`config.mk`:
```
export PLATFORM = sky130hd
export DESIGN_NAME = reminder_alarm
export DESIGN_NICKNAME = d
export VERILOG_FILES = /design/src/rtl/reminder_alarm.sv
export SDC_FILE = /design/constraint.sdc
export NUM_CORES = 1
export LEC_CHECK = 0
export ABC_AREA = 1
export BUFFER_PORTS_ARGS = -buffer_cell sky130_fd_sc_hd__buf_4
export CAP_MARGIN = 20
export CORE_MARGIN = 4
export CORE_UTILIZATION = 61
export DETAILED_ROUTE_END_ITERATION = 6
export PLACE_DENSITY = 0.79
export SLEW_MARGIN = 20
export SYNTH_ARGS = -nofsm -noshare
export SYNTH_HDL_FRONTEND = slang
export SYNTH_SLANG_ARGS = --single-unit
```
`constraint.sdc`:
```
create_clock -name clk -period 2.2 [get_ports clk]
set_clock_uncertainty 0.15 [all_clocks]
set_input_delay 0.11 -clock clk [delete_from_list [all_inputs] [get_ports clk]]
set_output_delay 0.11 -clock clk [all_outputs]
set_load 0.005 [all_outputs]
```
`src/rtl/reminder_alarm.sv`:
```
// Usage-hours reminder: blinks an LED and buzzer while time_out is high, and
// takes a debounced acknowledge that pulses hand_clean to clear the counter.
module reminder_alarm #(
    parameter int BLINK_HALF = 50_000_000,
    parameter int DEBOUNCE   = 1_000_000,
    parameter int ACK_GUARD  = 4
) (
    input  logic       clk,
    input  logic       reset,
    input  logic       time_out,
    input  logic       ack_btn,
    input  logic       buzz_en,
    output logic       alarm_led,
    output logic       buzzer,
    output logic       hand_clean,
    output logic       alarm_active,
    output logic [7:0] ack_count
);

    localparam int BW = (BLINK_HALF > 2) ? $clog2(BLINK_HALF) : 1;
    localparam int DW = (DEBOUNCE > 2) ? $clog2(DEBOUNCE) : 1;
    localparam int GW = $clog2(ACK_GUARD + 1);

    typedef enum logic [1:0] {IDLE, ALERT, CLEAR, WAIT_LOW} state_t;

    state_t        state, state_n;
    logic          sync1, sync2, db_level, db_prev, ack_pulse;
    logic [DW-1:0] db_cnt;
    logic [BW-1:0] blink_cnt, blink_n;
    logic [GW-1:0] guard_cnt, guard_n;
    logic          led_n;

    // Debounced level flips only after DEBOUNCE consecutive mismatching samples
    always_ff @(posedge clk or negedge reset) begin
        if (!reset) begin
            sync1    <= 1'b0;
            sync2    <= 1'b0;
            db_level <= 1'b0;
            db_prev  <= 1'b0;
            db_cnt   <= '0;
        end else begin
            sync1   <= ack_btn;
            sync2   <= sync1;
            db_prev <= db_level;
            if (sync2 != db_level) begin
                if (db_cnt == DW'(DEBOUNCE - 1)) begin
                    db_level <= sync2;
                    db_cnt   <= '0;
                end else begin
                    db_cnt <= db_cnt + DW'(1);
                end
            end else begin
                db_cnt <= '0;
            end
        end
    end

    assign ack_pulse = db_level & ~db_prev;

    always_ff @(posedge clk or negedge reset) begin
        if (!reset) begin
            state     <= IDLE;
            alarm_led <= 1'b0;
            buzzer    <= 1'b0;
            blink_cnt <= '0;
            guard_cnt <= '0;
            ack_count <= 8'd0;
        end else begin
            state     <= state_n;
            alarm_led <= led_n;
            buzzer    <= led_n & buzz_en;
            blink_cnt <= blink_n;
            guard_cnt <= guard_n;
            if (state == CLEAR && ack_count != 8'hFF)
                ack_count <= ack_count + 8'd1;
        end
    end

    always_comb begin
        state_n = state;
        led_n   = alarm_led;
        blink_n = blink_cnt;
        guard_n = guard_cnt;
        case (state)
            IDLE: begin
                led_n = 1'b0;
                if (time_out) begin
                    state_n = ALERT;
                    led_n   = 1'b1;
                    blink_n = '0;
                end
            end
            ALERT: begin
                // ack wins over both the external clear and a blink toggle
                if (ack_pulse) begin
                    state_n = CLEAR;
                    led_n   = 1'b0;
                end else if (!time_out) begin
                    state_n = IDLE;
                    led_n   = 1'b0;
                end else if (blink_cnt == BW'(BLINK_HALF - 1)) begin
                    blink_n = '0;
                    led_n   = ~alarm_led;
                end else begin
                    blink_n = blink_cnt + BW'(1);
                end
            end
            CLEAR: begin
                state_n = WAIT_LOW;
                led_n   = 1'b0;
                guard_n = '0;
            end
            WAIT_LOW: begin
                led_n = 1'b0;
                if (!time_out) begin
                    state_n = IDLE;
                end else if (guard_cnt == GW'(ACK_GUARD - 1)) begin
                    state_n = ALERT;
                    led_n   = 1'b1;
                    blink_n = '0;
                end else begin
                    guard_n = guard_cnt + GW'(1);
                end
            end
            default: begin
                state_n = IDLE;
                led_n   = 1'b0;
            end
        endcase
    end

    assign hand_clean   = (state == CLEAR);
    assign alarm_active = (state != IDLE);

endmodule

```
==> impl_results.rst, run 1 <==
.. list-table::
   :header-rows: 1

   * - Metric
     - Value
   * - Status
     - complete, no violations
   * - Number of DRC violations after detailed-routing iteration 0
     - 181
   * - Wire length on met3
     - 287 microns
   * - Arrival time of the worst setup path
     - 2070 ps
   * - Die Wd
     - 85.2 microns
   * - Fin Setup TNS
     - 0 ps
   * - Core Rows
     - 27
   * - Weighted congestion reported at the end of routability-driven placement
     - 0.924
   * - Worst endpoint required time
     - 2280 ps
   * - Worst setup path startpoint
     - guard_cnt[0]
   * - Non-filler cells in the finished layout
     - 588
   * - Tcrit/Tclk final
     - 90.8%
   * - Height of the chip
     - 85.2 microns
   * - Total power of the final layout
     - 2.68 mW
   * - Worst setup EP type
     - flop
   * - CTS Buf Count
     - 9
   * - Overflow left after global routing
     - 0
   * - Longest individual stage delay on the worst path
     - 360 ps
   * - Reported leakage power
     - 1.90 nW
   * - Startpoint of the worst-slack reg-to-reg timing path
     - guard_cnt[0]
   * - Count of mapped cells out of synthesis
     - 481
   * - CTS tree
     - done
   * - Max IR drop VDD
     - 0.526 mV
   * - Max stage delay cell, worst path
     - dfrtp_1
   * - Clk pwr share
     - 38.0%
   * - Post-detailed-route DRC marker count
     - 0
   * - Final std cell area, no fill
     - 4070 sq um
   * - Vias
     - 3088
   * - Shortest clock period the worst path allows after layout
     - 2000 ps
   * - Count of placed standard cells including taps
     - 569
   * - First-pass iteration count of the detailed router
     - 7
   * - Floorplan core area
     - 5640 sq um
   * - Combinational Power Share
     - 12.8%
   * - Number of placed I/O pins
     - 17
   * - Number of storage elements in the synthesis netlist
     - 65
   * - Register area share after synthesis
     - 44.8%
   * - Vias in the first global route
     - 3021
   * - R2R setup slack
     - 200 ps
   * - Area of all sequential standard cells
     - 1630 sq um
   * - Relative area change from synthesis to final layout
     - 12.0%
   * - Layout net count
     - 522
   * - Sequential share of power
     - 49.2%
   * - Detailed-placement wirelength estimate
     - 5450 microns
   * - Largest net degree at the start of global routing
     - 66
   * - Total count of hold-check failures in the final report
     - 0
   * - Net count after synthesis
     - 491
   * - Buffer cell driving the clock tree root
     - clkbuf_8
   * - Post-Synthesis Mean Instance Area
     - 7.55 sq um
   * - Post-layout utilization of the core
     - 72.1%
   * - Number of post-CTS setup repair buffers
     - 0
   * - Final count of negative-setup-slack endpoints
     - 0
   * - Area of the mapped netlist
     - 3630 sq um
   * - Worst Path Max Fanout
     - 15
   * - Number of max-slew violations in the final report
     - 0
   * - Min-delay worst type
     - flop to flop
   * - Wire length per cell
     - 12.8 microns
   * - Area after DPL
     - 3820 sq um
   * - Uppermost signal routing layer after detailed routing
     - met4
   * - Startpoint type of the worst setup path
     - flop
   * - Antenna violations before repair
     - 0
   * - # diodes
     - 0
   * - Global routing usage summed across all routing layers
     - 22.2%
   * - Highest attainable clock frequency
     - 500 MHz
   * - CTS H-tree lvls
     - 3
   * - Number of warning messages in the yosys log
     - 0
   * - Clock transition at the registers of the reported paths
     - 70 ps
   * - Launch instance of the worst min-delay path
     - sync1
   * - RSZ-0062 raised after global routing
     - no
   * - DRT met1 WL
     - 3470 microns
   * - Most common library cell in the layout ignoring fill and taps
     - nand2_1
   * - Crit Path Class
     - flop to flop
   * - Most used cells in the layout excluding fill and tap cells
     - 112 x nand2_1, 79 x nor2_1, 67 x inv_1
   * - Fraction of layout instances using a drive strength above 1
     - 11.2%
   * - Effective utilization at floorplan
     - 64.4%
   * - Buffers and inverters on the worst path
     - 2
   * - Area of the die
     - 7250 sq um
   * - Multi-input logic area
     - 1690 sq um
   * - Routed length on met2
     - 3660 microns
   * - Net switching fraction of the power
     - 26.4%
   * - Max-cap viol count
     - 0
   * - Dominant delay contributor by cell family on the critical path
     - simple AND/OR/NAND/NOR gates
   * - Remaining antenna violation count
     - 0
   * - Via-to-Cell Ratio
     - 5.25
   * - Filler cell count
     - 453
   * - First-pass GRT wire length
     - 13100 microns
   * - Count of port buffers added during placement
     - 16
   * - Clock insertion delay at the later pin of the skew report
     - 340 ps
   * - Ratio of total power to cell area
     - 658 nW/um^2
   * - Switching power
     - 0.706 mW
   * - Headroom to the max-slew limit
     - 45.7%
   * - Critical path, cell by cell
     - ha_1, ha_1, inv_1, o21ai_2, nor2_2, nor2_2, buf_4, nand3_1, o21ai_0, nor2_1
   * - Clock tree sinks
     - 65
   * - Internal
     - 1.97 mW
   * - Worst slew pin tran
     - 814 ps
   * - CTS Buffer Depth
     - 2
   * - Post-synthesis cell type count
     - 31
   * - Routed wire length
     - 7550 microns
-- final cells by class --
| class | count | area share (%) |
|---|---|---|
| timing repair buffer | 26 | 5.05 |
| inverter | 68 | 6.28 |
| clock inverter | 3 | 0.985 |
| multi-input combinational | 342 | 41.7 |
| sequential | 65 | 40.0 |
| clock buffer | 12 | 3.82 |
| tap | 72 | 2.22 |
-- final timing paths --
path | cells past startpoint | to
worst min register to register | 0 | sync2
worst max register to register | 10 | blink_cnt[25]
worst min-delay path | 0 | sync2
min in group asynchronous | 2 | blink_cnt[3]
max in group asynchronous | 2 | db_cnt[2]
worst max-delay path | 10 | blink_cnt[25]
-- kinds of logic (layout without fill, tap and decap cells) --
group	count (synthesis)	after routing	synth area share (%)
AOI/OAI and AO/OA	43	43	6.44
buffers and inverters	74	109	8.75
adders and majority gates	5	5	1.72
DFF	65	65	44.8
and+or+nand+nor	271	271	32.7
xor gates and xnor gates	23	23	5.55
-- power by group through the flow --
stage | logic [mW] | registers [mW] | clock network (mW)
final | 0.343 | 1.32 | 1.02
after global routing | 0.394 | 1.33 | 1.10
after CTS | 0.339 | 1.31 | 1.04
after detailed placement | 0.334 | 1.34 | 0
after global placement | 0.322 | 1.33 | 0
after floorplan | 0.227 | 1.33 | 0
-- per-stage QoR --
stage	hold slack, ps	worst slack (ps)
5_1_grt	215	30.6
2_1_floorplan	-336	460
3_5_place_dp	70.6	35.6
3_3_place_gp	69.6	179
4_1_cts	208	12.2
6_report	204	202
-- synthesized netlist by cell type --
| library cell | count | area [sq um] |
|---|---|---|
| a21oi_1 | 16 | 80.1 |
| a21oi_2 | 1 | 8.76 |
| a22o_1 | 1 | 8.76 |
| and2_1 | 1 | 6.26 |
| buf_12 | 1 | 20.0 |
| buf_2 | 1 | 5.00 |
| buf_4 | 2 | 15.0 |
| buf_6 | 2 | 22.5 |
| dfrtp_1 | 65 | 1630 |
| ha_1 | 5 | 62.6 |
| inv_1 | 68 | 255 |
| nand2_1 | 113 | 424 |
| nand2_2 | 3 | 18.8 |
| nand3_1 | 30 | 150 |
| nand3_2 | 1 | 10.0 |
| nand4_1 | 13 | 81.3 |
| nor2_1 | 79 | 297 |
| nor2_2 | 10 | 62.6 |
| nor2_4 | 1 | 11.3 |
| nor3_1 | 13 | 65.1 |
| nor3_2 | 1 | 10.0 |
| nor3b_1 | 2 | 15.0 |
| nor3b_2 | 2 | 25.0 |
| nor4_1 | 2 | 12.5 |
| o21a_1 | 2 | 15.0 |
| o21ai_0 | 20 | 100 |
| o21ai_1 | 1 | 5.00 |
| o21ai_2 | 1 | 8.76 |
| o31ai_1 | 1 | 7.51 |
| xnor2_1 | 4 | 35.0 |
| xor2_1 | 19 | 166 |
-- timing repair --
action	4_1_cts	5_1_grt
gates resized for setup	0	3
endpoints found under the setup margin	0	17
hold endpoints to repair	69	0
hold buffers	4	0
-- flip-flops by register name, indices dropped and copies added, names as in the netlist, named ones only --
register   count
db_level       1
db_cnt        20
sync1          1
buzzer         1
state          1
sync2          1
db_prev        1
alarm_led      1
guard_cnt      3
ack_count      8
blink_cnt     26
-- routing by layer --
| metal | GRT usage [%] | up-vias |
|---|---|---|
| met1 | 29.1 | 1443 |
| met3 | 4.85 | 12 |
| met2 | 36.4 | 57 |
| met4 | 8.06 | 0 |
| li1 | - | 1576 |
| met5 | 0 | - |
(Power assumes the default switching activity.)
==> run 2, diff against run 1 <==
--- a/config.mk
+++ b/config.mk
@@ -6,11 +6,12 @@
 export NUM_CORES = 1
 export LEC_CHECK = 0
 export ABC_AREA = 1
-export BUFFER_PORTS_ARGS = -buffer_cell sky130_fd_sc_hd__buf_4
+export BUFFER_PORTS_ARGS = -buffer_cell sky130_fd_sc_hd__buf_2
 export CAP_MARGIN = 20
 export CORE_MARGIN = 4
 export CORE_UTILIZATION = 61
 export DETAILED_ROUTE_END_ITERATION = 6
+export GPL_TIMING_DRIVEN = 0
 export PLACE_DENSITY = 0.79
 export SLEW_MARGIN = 20
 export SYNTH_ARGS = -nofsm -noshare
==> run 2 against run 1 <==
  * Die area unchanged
  * First-iteration DRC count down 5.0%
  * Setup slack got worse by 51 ps
  * Sequential power barely moved
  * Maximum frequency down 2.5%
  * Critical path type unchanged
  * Largest cell class unchanged
==> impl_results.rst, run 2 (synthesized netlist as in run 1, its figures left out) <==
.. list-table::
   :header-rows: 1

   * - Metric
     - Value
   * - Max stage delay cell, worst path
     - dfrtp_1
   * - Wire length per cell
     - 13.2 microns (+2.8%)
   * - CTS Buffer Depth
     - 2 (unchanged)
   * - Worst setup EP type
     - flop
   * - # diodes
     - 0 (unchanged)
   * - Largest net degree at the start of global routing
     - 44 (-33%)
   * - Remaining antenna violation count
     - 0 (unchanged)
   * - Register name with the most flops
     - blink_cnt
   * - Status
     - complete, no violations
   * - Arrival time of the worst setup path
     - 2120 ps (+50 ps)
   * - Crit Path Class
     - flop to flop
   * - Clock tree sinks
     - 65 (unchanged)
   * - Ratio of total power to cell area
     - 691 nW/um^2 (+5.0%)
   * - Startpoint type of the worst setup path
     - flop
   * - Weighted congestion reported at the end of routability-driven placement
     - 0.890 (-3.6%)
   * - First-pass iteration count of the detailed router
     - 5 (-2)
   * - Buffer cell driving the clock tree root
     - clkbuf_8
   * - Max-cap viol count
     - 0 (unchanged)
   * - Headroom to the max-slew limit
     - 68.1% (+22 points)
   * - Fraction of layout instances using a drive strength above 1
     - 11.4% (+0.13 points)
   * - Relative area change from synthesis to final layout
     - 13.0%
   * - Global routing usage summed across all routing layers
     - 23.8% (+1.6 points)
   * - Via-to-Cell Ratio
     - 5.32 (+1.3%)
   * - Overflow left after global routing
     - 0 (unchanged)
   * - Highest attainable clock frequency
     - 488 MHz (-2.5%)
   * - CTS H-tree lvls
     - 3 (unchanged)
   * - Fin Setup TNS
     - 0 ps (unchanged)
   * - Floorplan core area
     - 5640 sq um (unchanged)
   * - Final count of negative-setup-slack endpoints
     - 0 (unchanged)
   * - Post-layout utilization of the core
     - 72.7% (+0.62 points)
   * - CTS tree
     - done
   * - Count of port buffers added during placement
     - 16 (unchanged)
   * - Worst slew pin tran
     - 475 ps (-339 ps)
   * - Reported leakage power
     - 1.92 nW (+1.2%)
   * - Total count of hold-check failures in the final report
     - 0 (unchanged)
   * - Top flop regs
     - blink_cnt (26), db_cnt (20), ack_count (8)
   * - Shortest clock period the worst path allows after layout
     - 2050 ps (+50.7 ps)
   * - Number of max-slew violations in the final report
     - 0 (unchanged)
   * - Area after DPL
     - 3820 sq um (unchanged)
   * - Worst Path Max Fanout
     - 10 (-5)
   * - Dominant delay contributor by cell family on the critical path
     - simple AND/OR/NAND/NOR gates
   * - Min-delay worst type
     - input port to asynchronous set/reset pin
   * - Final std cell area, no fill
     - 4100 sq um (+0.86%)
   * - Longest individual stage delay on the worst path
     - 390 ps (+30 ps)
   * - Number of placed I/O pins
     - 17 (unchanged)
   * - Layout net count
     - 524 (+0.38%)
   * - Die Wd
     - 85.2 microns (unchanged)
   * - Most common library cell in the layout ignoring fill and taps
     - nand2_1
   * - Tcrit/Tclk final
     - 93.1% (+2.3 points)
   * - Routed wire length
     - 7800 microns (+3.4%)
   * - Antenna violations before repair
     - 0 (unchanged)
   * - Most used cells in the layout excluding fill and tap cells
     - 113 x nand2_1, 78 x nor2_1, 68 x inv_1
   * - Buffers and inverters on the worst path
     - 2 (unchanged)
   * - Number of DRC violations after detailed-routing iteration 0
     - 172 (-5.0%)
   * - Worst endpoint required time
     - 2270 ps (about the same)
   * - Area of the die
     - 7250 sq um (unchanged)
   * - Clock insertion delay at the later pin of the skew report
     - 340 ps (about the same)
   * - Height of the chip
     - 85.2 microns (unchanged)
   * - Vias in the first global route
     - 3196 (+5.8%)
   * - Critical path, cell by cell
     - ha_1, nand2_1, nor2_2, inv_1, nor2_2, nand2_1, nand2_2, nand2_1, buf_6, o21ai_0, a21oi_1
   * - Flip-flop count of the largest register after layout
     - 26 (unchanged)
   * - Clock transition at the registers of the reported paths
     - 70 ps (about the same)
   * - Effective utilization at floorplan
     - 64.4% (unchanged)
   * - Core Rows
     - 27 (unchanged)
   * - Detailed-placement wirelength estimate
     - 5760 microns (+5.7%)
   * - CP dominant cell by count
     - nand2_1
   * - Max IR drop VDD
     - 0.674 mV (+28%)
   * - Post-detailed-route DRC marker count
     - 0 (unchanged)
   * - First-pass GRT wire length
     - 14000 microns (+6.6%)
   * - CTS Buf Count
     - 9 (unchanged)
   * - Vias
     - 3145 (+1.8%)
[run 2: changes by cell type in the layout (fill, tap and decap cells not counted), sizes merged]
cell    before  now
buf         22   24
bufinv       1    2
clkbuf      12   14
clkinv       2    0
[run 2: layer usage]
metal	up-vias	track usage [%]	part of all wire, %
met3	21	3.69	4.1
li1	1580	-	-
met4	0	11.2	2.6
met2	86	40.6	49
met5	-	0	0
met1	1458	29.5	44
[run 2: worst paths after layout]
| path | from | to | slack (ps) | cells after the start |
|---|---|---|---|---|
| worst min-delay path | reset | blink_cnt[6] | 50 | 2 |
| worst max-delay path | blink_cnt[0] | blink_cnt[3] | 150 | 11 |
| worst max register to register | blink_cnt[0] | blink_cnt[3] | 150 | 11 |
| max in group asynchronous | reset | ack_count[0] | 1320 | 3 |
| worst min register to register | sync1 | sync2 | 200 | 0 |
| min in group clk | sync1 | sync2 | 200 | 0 |
[run 2: timing repair]
action	4_1_cts	5_1_grt
resized for setup	0	2
endpoints found under the hold margin	68	0
buffers inserted	0	1
hold buffers	4	0
setup endpoints to repair	0	19
[run 2: layout make-up]
class | count | area [sq um]
plain buffers | 6 | 62.6
clock buffers | 14 | 163
clock inverters | 2 | 60.1
fillers | 447 | 1540
inverters | 68 | 255
multi-input cells | 342 | 1690
flip-flops and latches | 65 | 1630
well taps | 72 | 90.1
repair buffers | 22 | 150
[run 2: report_power, final]
group	switching (mW)	internal, mW	total, mW
Sequential	0.0565	1.26	1.32
Combinational	0.222	0.146	0.368
Clock	0.445	0.703	1.15
[run 2: per-stage QoR]
| step | cells | hold WS [ps] | setup slack (ps) | power, mW |
|---|---|---|---|---|
| global route | 591 | 74.4 | -9.89 | 2.96 |
| CTS | 590 | 58.6 | 124 | 2.82 |
| global placement | 569 | 67.9 | 209 | 1.66 |
| finish | 591 | 49.2 | 151 | 2.83 |
| detailed placement | 570 | -125 | 143 | 1.69 |
| floorplan | 481 | -336 | 460 | 1.56 |
==> run 3, diff against run 2 <==
--- a/config.mk
+++ b/config.mk
@@ -6,7 +6,7 @@
 export NUM_CORES = 1
 export LEC_CHECK = 0
 export ABC_AREA = 1
-export BUFFER_PORTS_ARGS = -buffer_cell sky130_fd_sc_hd__buf_2
+export BUFFER_PORTS_ARGS = -buffer_cell sky130_fd_sc_hd__clkbuf_2
 export CAP_MARGIN = 20
 export CORE_MARGIN = 4
 export CORE_UTILIZATION = 61
==> run 3 against run 2 <==
  * Non-clock buffer count unchanged
  * Highest routed layer unchanged
  * Critical endpoint is now blink_cnt[2]
  * First-iteration DRC count shrank 6.4%
  * Register-to-register slack improved by 20 ps
  * Count of clock-buffer cells in the layout down 4
==> impl_results.rst, run 3 (synthesized netlist as in run 1, its figures left out) <==
.. list-table::
   :header-rows: 1

   * - Metric
     - Value
   * - Status
     - complete, no violations
   * - Final count of negative-setup-slack endpoints
     - 0 (unchanged)
   * - Flip-flop count of the largest register after layout
     - 26 (unchanged)
   * - Most common library cell in the layout ignoring fill and taps
     - nand2_1
   * - Total power of the final layout
     - 2.57 mW (-9.4%)
   * - Min-delay worst type
     - input port to asynchronous set/reset pin
   * - Effective utilization at floorplan
     - 64.4% (unchanged)
   * - Area of the die
     - 7250 sq um (unchanged)
   * - Tcrit/Tclk final
     - 92.2% (-0.89 points)
   * - Total count of hold-check failures in the final report
     - 0 (unchanged)
   * - Crit Path Class
     - flop to flop
   * - CTS Buf Count
     - 9 (unchanged)
   * - Met2 demand-to-capacity share in global routing
     - 39.1% (-1.6 points)
   * - Core Rows
     - 27 (unchanged)
   * - Detailed-placement wirelength estimate
     - 5520 microns (-4.1%)
   * - Routed wire length
     - 7440 microns (-4.7%)
   * - Via-to-Cell Ratio
     - 5.26 (-1.2%)
   * - Headroom to the max-slew limit
     - 77.5% (+9.4 points)
   * - Global routing met1 resource utilization
     - 29.0% (-0.51 points)
   * - Fin Setup TNS
     - 0 ps (unchanged)
   * - Net switching fraction of the power
     - 29.2% (+3.7 points)
   * - Remaining antenna violation count
     - 0 (unchanged)
   * - Global routing usage summed across all routing layers
     - 22.7% (-1.1 points)
   * - Worst endpoint required time
     - 2270 ps (about the same)
   * - Antenna violations before repair
     - 0 (unchanged)
   * - Clock transition at the registers of the reported paths
     - 70 ps (about the same)
   * - Clk pwr share
     - 34.4% (-6.1 points)
   * - Global-route track usage on met3
     - 4.27% (+0.58 points)
   * - Register name with the most flops
     - blink_cnt
   * - Highest attainable clock frequency
     - 493 MHz (+0.97%)
   * - Arrival time of the worst setup path
     - 2090 ps (-30 ps)
   * - Number of max-slew violations in the final report
     - 0 (unchanged)
   * - Count of port buffers added during placement
     - 16 (unchanged)
   * - Combinational Power Share
     - 14.3% (+1.3 points)
   * - Buffer cell driving the clock tree root
     - clkbuf_8
   * - Worst Path Max Fanout
     - 10 (unchanged)
   * - First-pass iteration count of the detailed router
     - 5 (unchanged)
   * - First-pass GRT wire length
     - 13400 microns (-3.9%)
   * - Relative area change from synthesis to final layout
     - 11.7%
   * - Weighted congestion reported at the end of routability-driven placement
     - 0.893 (+0.34%)
   * - CTS H-tree lvls
     - 3 (unchanged)
   * - Largest net degree at the start of global routing
     - 45 (+2.3%)
   * - Top flop regs
     - blink_cnt (26), db_cnt (20), ack_count (8)
   * - Max IR drop VDD
     - 0.580 mV (-14%)
   * - # diodes
     - 0 (unchanged)
   * - Wire length per cell
     - 12.6 microns (-4.7%)
   * - Clock tree sinks
     - 65 (unchanged)
   * - Worst slew pin tran
     - 335 ps (-140 ps)
   * - CTS tree
     - done
   * - Switching power
     - 0.750 mW (+3.7%)
   * - Die Wd
     - 85.2 microns (unchanged)
   * - Post-layout utilization of the core
     - 71.9% (-0.82 points)
   * - Startpoint type of the worst setup path
     - flop
   * - Internal
     - 1.82 mW (-14%)
   * - Vias
     - 3107 (-1.2%)
   * - Number of DRC violations after detailed-routing iteration 0
     - 161 (-6.4%)
   * - Vias in the first global route
     - 3094 (-3.2%)
   * - GRT Max-Usage Layer
     - met2
   * - Multi-input logic area
     - 1700 sq um (+0.30%)
   * - Ratio of total power to cell area
     - 633 nW/um^2 (-8.4%)
   * - Area of all sequential standard cells
     - 1630 sq um (unchanged)
   * - Most used cells in the layout excluding fill and tap cells
     - 113 x nand2_1, 78 x nor2_1, 68 x inv_1
   * - CTS Buffer Depth
     - 2 (unchanged)
   * - Layout net count
     - 524 (unchanged)
   * - Number of placed I/O pins
     - 17 (unchanged)
   * - Filler cell count
     - 450 (+0.67%)
   * - Reported leakage power
     - 1.88 nW (-2.3%)
   * - Worst hold margin
     - 79.1 ps (+29.9 ps)
   * - Max-cap viol count
     - 0 (unchanged)
   * - Overflow left after global routing
     - 0 (unchanged)
   * - Clock insertion delay at the later pin of the skew report
     - 340 ps (about the same)
   * - Shortest clock period the worst path allows after layout
     - 2030 ps (-19.7 ps)
   * - Worst setup EP type
     - flop
   * - Fraction of layout instances using a drive strength above 1
     - 11.9% (+0.58 points)
   * - Sequential share of power
     - 51.3% (+4.8 points)
   * - Height of the chip
     - 85.2 microns (unchanged)
   * - Post-detailed-route DRC marker count
     - 0 (unchanged)
   * - Floorplan core area
     - 5640 sq um (unchanged)
## run 3: changes by cell type in the layout (fill, tap and decap cells not counted), moves of 2 or more
cell | previous run | this run
bufinv_16 | 2 | 0
clkinvlp_4 | 0 | 4
clkbuf_2 | 0 | 15
buf_2 | 16 | 1
clkbuf_1 | 3 | 1
clkbuf_8 | 11 | 9
## run 3: timing repair
item | in CTS | in global routing
buffers inserted | 0 | 1
resized for setup | 0 | 3
endpoints found under the setup margin | 0 | 14
hold endpoints to repair | 68 | 0
hold buffers | 4 | 0
## run 3: area by class of cell
| type | instances | share of cell area [%] |
|---|---|---|
| timing repair buffer | 22 | 3.70 |
| multi-input combinational | 342 | 41.9 |
| tap | 72 | 2.22 |
| sequential | 65 | 40.1 |
| inverter | 68 | 6.29 |
| clock buffer | 10 | 3.15 |
| buffer | 6 | 1.54 |
| clock inverter | 6 | 1.08 |
## run 3: power groups by stage
stage                     Combinational (mW)  Clock (mW)  Sequential (mW)
after floorplan                        0.227           0             1.33
after global placement                 0.325           0             1.33
after detailed placement               0.347           0             1.34
after CTS                              0.352       0.903             1.32
after global routing                   0.414       0.956             1.33
final                                  0.368       0.882             1.32
## run 3: through the flow
stage / cell area, sq um / cells / setup slack, ps
3_5_place_dp: 3820 / 570 / 141
6_report: 4060 / 591 / 171
2_1_floorplan: 3630 / 481 / 460
3_3_place_gp: 3800 / 569 / 208
5_1_grt: 4060 / 591 / -2.75
4_1_cts: 4040 / 590 / 125
## run 3: metal layers
metal	vias to the layer above	share of wire [%]	routed length (microns)
met5	-	0	0
met4	0	1.6	117
met3	12	5.0	373
met2	89	48	3590
met1	1426	45	3350
li1	1580	-	-
## run 3: worst max-delay path, cell delays in order, from the launching register on
cell	delay, ps
dfrtp_1	380
ha_1	190
nand2_1	100
nor2_2	160
inv_1	120
nor2_2	160
nand2_1	120
nand2_2	100
nand2_1	100
buf_6	160
o21ai_0	80
a21oi_1	80
## run 3: path summary, 6_finish.rpt
kind | to | from | cells after the start | slack, ps
max | blink_cnt[2] | blink_cnt[0] | 11 | 170
min | blink_cnt[3] | reset | 2 | 80
max reg2reg | blink_cnt[2] | blink_cnt[0] | 11 | 170
min reg2reg | sync2 | sync1 | 0 | 200
max in group asynchronous | db_cnt[9] | reset | 3 | 1290
min in group clk | sync2 | sync1 | 0 | 200
